===== src/rtl/display_multiplex_pkg.sv =====
// Shared glyph constants and segment table
// for the multiplexed 7-segment display.
package display_multiplex_pkg;

  localparam logic [3:0] GLYPH_E     = 4'hA;
  localparam logic [3:0] GLYPH_N     = 4'hB;
  localparam logic [3:0] GLYPH_P     = 4'hC;
  localparam logic [3:0] GLYPH_DASH  = 4'hD;
  localparam logic [3:0] GLYPH_BLANK = 4'hE;
  localparam logic [3:0] GLYPH_DOT   = 4'hF;

  // Active-high segments, bit7..bit0 = a,b,c,d,e,f,g,dp
  localparam logic [7:0] SEG_TABLE [16] = '{
    8'b11111100, 8'b01100000, 8'b11011010, 8'b11110010,
    8'b01100110, 8'b10110110, 8'b10111110, 8'b11100000,
    8'b11111110, 8'b11110110, 8'b10011110, 8'b00101010,
    8'b11001110, 8'b00000010, 8'b00000000, 8'b00000001
  };

  // Counter width for a modulus, never narrower than one bit
  function automatic int clog2_min1(input int v);
    return (v <= 2) ? 1 : $clog2(v);
  endfunction

endpackage


===== src/rtl/display_multiplex_glyph_rom.sv =====
// Combinational glyph decoder:
// 4-bit code to active-high segment pattern.
module seg_glyph_rom
  import display_multiplex_pkg::*;
(
  input  logic [3:0] code,
  output logic [7:0] seg
);

  // Table lookup of the selected glyph
  always_comb begin
    seg = SEG_TABLE[code];
  end

endmodule


===== src/rtl/display_multiplex.sv =====
// Time-multiplexed 7-segment driver with
// double-buffered codes and per-digit blink.
module display_multiplex
  import display_multiplex_pkg::*;
#(
  parameter int N_DIGITS     = 4,
  parameter int REFRESH_DIV  = 50000,
  parameter int DEAD_CYCLES  = 2,
  parameter int BLINK_FRAMES = 32,
  parameter bit ACTIVE_LOW   = 1'b0
) (
  input  logic                  clk,
  input  logic                  rst,
  input  logic [4*N_DIGITS-1:0] codes_in,
  input  logic [N_DIGITS-1:0]   blink_mask,
  input  logic                  load,
  output logic                  pending,
  output logic [7:0]            segments,
  output logic [N_DIGITS-1:0]   digit_en
);

  localparam int SLOT_W = clog2_min1(REFRESH_DIV);
  localparam int IDX_W  = clog2_min1(N_DIGITS);
  localparam int FRM_W  = clog2_min1(BLINK_FRAMES);

  localparam logic [SLOT_W-1:0] SLOT_LAST =
    SLOT_W'(REFRESH_DIV - 1);
  localparam logic [SLOT_W-1:0] SLOT_DEAD =
    SLOT_W'(DEAD_CYCLES);
  localparam logic [IDX_W-1:0] IDX_LAST =
    IDX_W'(N_DIGITS - 1);
  localparam logic [FRM_W-1:0] FRM_LAST =
    FRM_W'(BLINK_FRAMES - 1);

  logic [SLOT_W-1:0] slot_q, slot_d;
  logic [IDX_W-1:0]  idx_q, idx_d;
  logic [FRM_W-1:0]  frame_q, frame_d;
  logic              phase_q, phase_d;
  logic              pending_q, pending_d;

  logic [N_DIGITS-1:0][3:0] shadow_q, shadow_d;
  logic [N_DIGITS-1:0][3:0] active_q, active_d;
  logic [N_DIGITS-1:0]      sblink_q, sblink_d;
  logic [N_DIGITS-1:0]      ablink_q, ablink_d;

  logic                slot_wrap;
  logic                frame_start;
  logic [3:0]          sel_code;
  logic [7:0]          glyph;
  logic [7:0]          seg_d, seg_q;
  logic [N_DIGITS-1:0] en_d, en_q;

  // Next state of counters, blink phase and buffers
  always_comb begin
    slot_wrap   = (slot_q == SLOT_LAST);
    frame_start = slot_wrap && (idx_q == IDX_LAST);

    slot_d = slot_wrap ? '0 : slot_q + 1'b1;

    idx_d = idx_q;
    if (slot_wrap) begin
      idx_d = (idx_q == IDX_LAST) ? '0 : idx_q + 1'b1;
    end

    frame_d = frame_q;
    phase_d = phase_q;
    if (frame_start) begin
      if (frame_q == FRM_LAST) begin
        frame_d = '0;
        phase_d = ~phase_q;
      end else begin
        frame_d = frame_q + 1'b1;
      end
    end

    // Transfer sees the pre-load shadow on a shared edge
    active_d = active_q;
    ablink_d = ablink_q;
    if (frame_start && pending_q) begin
      active_d = shadow_q;
      ablink_d = sblink_q;
    end

    shadow_d = shadow_q;
    sblink_d = sblink_q;
    if (load) begin
      shadow_d = codes_in;
      sblink_d = blink_mask;
    end

    pending_d = pending_q;
    if (load) begin
      pending_d = 1'b1;
    end else if (frame_start) begin
      pending_d = 1'b0;
    end
  end

  // Glyph code of the digit shown next cycle
  always_comb begin
    sel_code = active_d[idx_d];
  end

  seg_glyph_rom u_rom (
    .code (sel_code),
    .seg  (glyph)
  );

  // Output pattern from next state, so outputs
  // line up with the counters they describe
  always_comb begin
    en_d  = '0;
    seg_d = '0;
    if (slot_d >= SLOT_DEAD) begin
      en_d  = N_DIGITS'(1) << idx_d;
      seg_d = (phase_d && ablink_d[idx_d]) ? '0 : glyph;
    end
  end

  // State and output registers
  always_ff @(posedge clk) begin
    if (rst) begin
      slot_q    <= '0;
      idx_q     <= '0;
      frame_q   <= '0;
      phase_q   <= 1'b0;
      pending_q <= 1'b0;
      shadow_q  <= {N_DIGITS{GLYPH_BLANK}};
      active_q  <= {N_DIGITS{GLYPH_BLANK}};
      sblink_q  <= '0;
      ablink_q  <= '0;
      seg_q     <= '0;
      en_q      <= '0;
    end else begin
      slot_q    <= slot_d;
      idx_q     <= idx_d;
      frame_q   <= frame_d;
      phase_q   <= phase_d;
      pending_q <= pending_d;
      shadow_q  <= shadow_d;
      active_q  <= active_d;
      sblink_q  <= sblink_d;
      ablink_q  <= ablink_d;
      seg_q     <= seg_d;
      en_q      <= en_d;
    end
  end

  assign pending  = pending_q;
  assign segments = seg_q ^ {8{ACTIVE_LOW}};
  assign digit_en = en_q ^ {N_DIGITS{ACTIVE_LOW}};

endmodule

===== config.mk =====
export PLATFORM = sky130hd
export DESIGN_NAME = display_multiplex
export DESIGN_NICKNAME = d
export VERILOG_FILES = /design/src/rtl/display_multiplex_pkg.sv /design/src/rtl/display_multiplex_glyph_rom.sv /design/src/rtl/display_multiplex.sv
export SDC_FILE = /design/constraint.sdc
export NUM_CORES = 1
export LEC_CHECK = 0
export CAP_MARGIN = 20
export CORE_ASPECT_RATIO = 0.5
export CORE_MARGIN = 1.5
export CORE_UTILIZATION = 60
export DETAILED_ROUTE_END_ITERATION = 8
export GPL_TIMING_DRIVEN = 0
export PLACE_DENSITY_LB_ADDON = 0.15
export RECOVER_POWER = 25
export SETUP_SLACK_MARGIN = 0.1
export SYNTH_ARGS = -nofsm -noshare
export SYNTH_HDL_FRONTEND = slang
export SYNTH_SLANG_ARGS = --single-unit

===== constraint.sdc =====
create_clock -name clk -period 9.64 [get_ports clk]
set_clock_uncertainty 0.1 [all_clocks]
set_input_delay 0.964 -clock clk [delete_from_list [all_inputs] [get_ports clk]]
set_output_delay 0.964 -clock clk [all_outputs]
set_load 0.01 [all_outputs]

---- After elaboration in Yosys (flattened, before gate mapping) ----
Memory sizes are Yosys's and may differ from the RTL's. A register that Yosys moved wholly into a read port is not among the register bits.
Index checks and enable logic that the tools add are counted.
word-level totals
  output and inout bits ................... 13
  bits in read-only memories .............. 128
  register bits ........................... 69
  memories kept ........................... 1
  logic and storage cells ................. 49
cells by class
  add/subtract/negate cells ............... 3
  eq/ne operators ......................... 3
  bitwise operators ....................... 3
  mux-type cells .......................... 14
  reduce and logical (&&, ||, !) cells .... 6
  order comparisons ....................... 2
  shift-type cells ........................ 1
memories
  memory            words  width  read ports  clocked after memory_dff  wr ports  RTL line                           RTL
  (name not given)  16     8      1           1                         0         display_multiplex_glyph_rom.sv:12  seg = SEG_TABLE[code];
operators with widths
  cell                   count
  $mux 16                2
  $add 16x1->16 const B  1
  $eq 16x16->1 const B   1
  $ge 16x2->1 const B    1
  $bmux 4 s2             1
  $mux 4                 2
  $add 5x1->5 const B    1
  $eq 5x5->1 const B     1
  $mux 1                 5
  $mux 5                 1
  $not 4->5              1
  $mux 2                 2
  $shl 1x2->4 const A    1
  $logic_and 1x1->1      3
  $lt 2x3->1 const B     1
  $reduce_or 3->1        1
  $add 2x1->2 const B    1
  $bmux 1 s2             1
  $eq 2x2->1 const B     1
  $not 1->1              2
  $reduce_bool 2->1      1
  $reduce_or 2->1        1

---- Longest topological paths before layout ----
  depth after elaboration ................. 8
  gate-level depth with buffers ........... 15
  depth with buffers taken out ............ 12

---- Hierarchy ----
From an unflattened synthesis, not the netlist that was laid out.
second synthesis, totals
  cells, all modules ...................... 380
  area, all modules ....................... 3717.3 µm²
by module, submodules not included
  module             instances  area each (µm²)  cells an instance
  display_multiplex  1          3460.8           349
  seg_glyph_rom      1          256.5            31

---- Worst setup path after synthesis ----
OpenSTA, ideal clock, no wires.
  path kind ............................... register to register
  start point ............................. register slot_q[0]
  end point ............................... register seg_q[6] (netlist: segments[6])
  buffers on the path ..................... 3
  arrival time ............................ 3.153 ns
  stages on the path, launching flop included .. 15
  library setup time ...................... 0.116 ns
  path slack .............................. 6.271 ns
  period minus slack after synthesis ...... 3.369 ns
  required time ........................... 9.424 ns
  cell sequence ........................... dfxtp_1 > ha_1 > and3_1 > buf_2 > nand4_4 > nor2_4 > buf_12 > buf_2 > mux2i_1 > mux2i_1 > mux2_2 > inv_1 > ha_1 > or3_1 > and3b_1
RTL lines
  what                               RTL line                           RTL
  start: declaration                 display_multiplex.sv:35            logic [SLOT_W-1:0] slot_q, slot_d;
  start signal: assignment           display_multiplex.sv:135           slot_q <= slot_d;
  $eq 16x16->1 *                     display_multiplex.sv:55            slot_wrap = (slot_q == SLOT_LAST);
  $logic_and 1x1->1                  display_multiplex.sv:56            frame_start = slot_wrap && (idx_q == IDX_LAST);
  $logic_and 1x1->1                  display_multiplex.sv:79            if (frame_start && pending_q) begin
  $mux 16                            display_multiplex.sv:79
  $bmux 4 s2 *                       display_multiplex.sv:101           sel_code = active_d[idx_d];
  $mux 4 (not written as such) *     display_multiplex.sv:101
  via sel_code[0]                    display_multiplex.sv:48            logic [3:0] sel_code;
  $not 4->5 (not written as such) *  display_multiplex_glyph_rom.sv:12
  end: declaration                   display_multiplex.sv:50            logic [7:0] seg_d, seg_q;
Mark *: on every way through the listed nets, which the timed path passes. The rest lies on a longest branch. The select of a mux whose other input is x is not followed.
A chain may end at the register's enable or synchronous reset.

---- Final worst setup path ----
Ends and elaborated chain as after synthesis.

==> impl_metrics.tcl <==
set metrics [dict create \
    outcome "finished clean" \
    yosysWarnings 0 \
    synthesis.nets 401 \
    rsz0062_at_grt "no" \
    dr.pass1.iters 4 \
    setup_viol 0 \
    drcViolationCount 0 \
    die_area_mm2 0.00635 \
    avgSynthCellArea_um2 9.56 \
    drt_iter0_drc 121 \
    worst-path-buf-inv 4 \
    gp_congestion 0.892 \
    synth_top_cell_area_share 0.439 \
    grt_usage 0.249 \
    ys_ff_latch 77 \
    n_antenna_cell 0 \
    drt_wl_total_mm 7.19 \
    cts_resized 0 \
    die_w_um 111 \
    cts.clk_slew.worst_paths_ns 0.05 \
    pin_count 36 \
    vdd_drop_max_mv 0.155 \
    fill_cells 411 \
    ys_seq_area_frac 0.439 \
    fp-row-count 19 \
    fin_crit_sh 0.517 \
    ys_top_cells_by_area "dfxtp_1, mux2i_1, nor2_1, ha_1, a211o_1" \
    slowest_delay_ns 0.57 \
    async_flop_share 0 \
    cts_hold_buf 0 \
    die_h_um 57.1 \
    fin_util 0.753 \
    start_util 0.631 \
    synth.cell_area_mm2 0.00351 \
    critPathCaptureType "flip-flop" \
    cp_data_required_time_ns 9.77 \
    critPathKind "reg2reg" \
    clk_path_buf_depth 2 \
    clock_latency_ns 0.34 \
    grt_start_max_net_pins 13 \
    placed_area_mm2 0.00395 \
    maxSlewViolCount 0 \
    syn_inst 367 \
    grt_pass1_vias 2724 \
    cts_tree "built" \
    postCtsSetupBuffers 0 \
    num_vias 2711 \
    viasPerCell 5.52 \
    final_net_count 447 \
    synth.distinct_cells 50 \
    grt_pass1_wl_mm 12.2 \
    maxCapViolCount 0 \
    total_power_uw 678 \
    powerDensity_mw_per_mm2 162 \
    fp.coreArea_mm2 0.00556 \
    synth_enable_flop_cells 0 \
    drive_gt1_frac 0.0861 \
    crit_family "simple AND/OR/NAND/NOR gates" \
    min_path_type "reg2reg" \
    tightest_slew_ns 0.721 \
    slowest_stage "clkbuf_1" \
    setup_slack_ns 4.65 \
    place_ws_ns 5.81 \
    htreeDepth 3 \
    grt.overflow.total 0 \
    maxSlewHeadroom 0.519 \
    wl_per_cell_um 14.6 \
    fin_setup_tns_ns 0 \
    hpwl_mm 5.17 \
    antenna_violating_nets_post_route 0 \
    crit_path_max_fanout 10 \
    fin_crit_ns 4.99 \
    portBuffers 35 \
    cts_buffers 9 \
    root_buffer "clkbuf_16" \
    final_area_mm2 0.00419 \
    finalHoldViolations 0 \
    cellLeakagePower_nw 1.68 \
    critPathArrivalTime_ns 5.12 \
    cts_sinks 77 \
    synth_top_cell_by_area "dfxtp_1" \
    start_kind "flip-flop" \
    synth_ff_type "dfxtp_1" \
    area_growth_syn_to_layout_pct 19.4 \
    antenna_found_initial 0 \
    fmax_ghz 0.200 \
    crit_chain "ha_1 > and3_1 > clkbuf_1 > nand4_1 > nor2_1 > clkbuf_1 > buf_2 > mux2i_1 > mux2i_1 > mux2_2 > inv_1 > ha_1 > or3_1 > and3b_1" \
]
-- stage by stage --
| stage | hold slack [ns] | instances |
|---|---|---|
| floorplan | 0.331 | 367 |
| global placement | 0.344 | 475 |
| detailed placement | 0.359 | 475 |
| CTS | 0.368 | 491 |
| global route | 0.382 | 491 |
| finish | 0.365 | 491 |
-- synthesized netlist by cell type (2+ instances only) --
library cell	count
dfxtp_1	77
nor2_1	53
mux2i_1	33
nand2_1	22
nand3_1	16
a21oi_1	14
a211o_1	13
nor2b_1	13
xnor2_1	12
ha_1	11
nand2b_1	11
nor3_1	7
clkbuf_1	6
inv_1	6
o21ai_0	6
and3_1	5
buf_2	5
a22oi_1	4
buf_1	4
xor2_1	4
a211oi_1	3
buf_6	3
o21ai_1	3
mux2_2	2
mux2i_2	2
mux2i_4	2
nand3b_1	2
nor2_2	2
nor3b_1	2
o22ai_1	2
or2b_1	2
or3_1	2
-- cell usage in the layout, fill, tap and decap left out, types with 3 or more instances in the layout --
cell type        instances
buf_2                    4
buf_6                    3
a21oi_1                 14
xor2_1                   4
dfxtp_1                 77
o21ai_1                  3
nor3_1                   7
ha_1                    11
xnor2_1                 12
nand2b_1                11
inv_1                    6
buf_1                    4
clkbuf_16                9
nand2_1                 22
clkbuf_1                 9
a211o_1                 13
nand3_1                 16
a22oi_1                  4
clkinv_2                 3
nor2b_1                 13
a211oi_1                 3
and3_1                   5
o21ai_0                  6
clkdlybuf4s50_1         23
nor2_1                  54
dlygate4sd3_1           12
mux2i_1                 33
-- sequential cells by signal, indices dropped and copies added, names as in the netlist --
signal / count
active_q: 16
shadow_q: 16
slot_q: 16
segments: 8
frame_q: 5
ablink_q: 4
digit_en: 4
sblink_q: 4
idx_q: 2
pending: 1
phase_q: 1
-- report_power, final --
group | internal [mW] | total, mW | switching, mW
logic | 0.0196 | 0.0368 | 0.0172
clock network | 0.187 | 0.311 | 0.124
registers | 0.326 | 0.331 | 0.00474
total | 0.532 | 0.678 | 0.146
-- cells by family (layout without fill, tap and decap cells) --
group / after synthesis / after routing / synth area share
compound gates: 49 / 49 / 0.0923
flops: 77 / 77 / 0.439
buf+inv: 25 / 76 / 0.0396
simple gates: 149 / 149 / 0.224
xor+xnor: 16 / 16 / 0.0399
fa+ha+maj: 11 / 11 / 0.0392
mux: 40 / 40 / 0.125
-- layout make-up --
| cell class | instances | area [um2] | share of cell area |
|---|---|---|---|
| Buffer | 19 | 98.8 | 0.0236 |
| Clock buffer | 12 | 256 | 0.0612 |
| Clock inverter | 4 | 22.5 | 0.00537 |
| Inverter | 6 | 22.5 | 0.00537 |
| Multi-Input combinational cell | 265 | 1810 | 0.431 |
| Sequential cell | 77 | 1540 | 0.368 |
| Tap cell | 73 | 91.3 | 0.0218 |
| Timing Repair Buffer | 35 | 350 | 0.0836 |
-- worst paths after layout --
path                                               end  slack, ns                   start  depth (start not counted)
worst max-delay path            segments[6]$_SDFF_PP0_       4.65    slot_q[0]$_SDFF_PP0_                         14
worst min-delay path            ablink_q[0]$_SDFF_PP0_       0.36  ablink_q[0]$_SDFF_PP0_                          2
worst max register to register  segments[6]$_SDFF_PP0_       4.65    slot_q[0]$_SDFF_PP0_                         14
worst min register to register  ablink_q[0]$_SDFF_PP0_       0.36  ablink_q[0]$_SDFF_PP0_                          2
-- layer usage --
| metal | part of all wire | global-route usage |
|---|---|---|
| met1 | 0.46 | 0.292 |
| met2 | 0.47 | 0.420 |
| met3 | 0.049 | 0.0893 |
| met4 | 0.015 | 0.112 |
| met5 | 0 | 0 |
-- tightest hold or removal path, stage by stage (launching register included) --
cell and delay, ns:
dfxtp_1 0.31, nand2_1 0.05, a21oi_1 0.06
(Power assumes the default switching activity.)
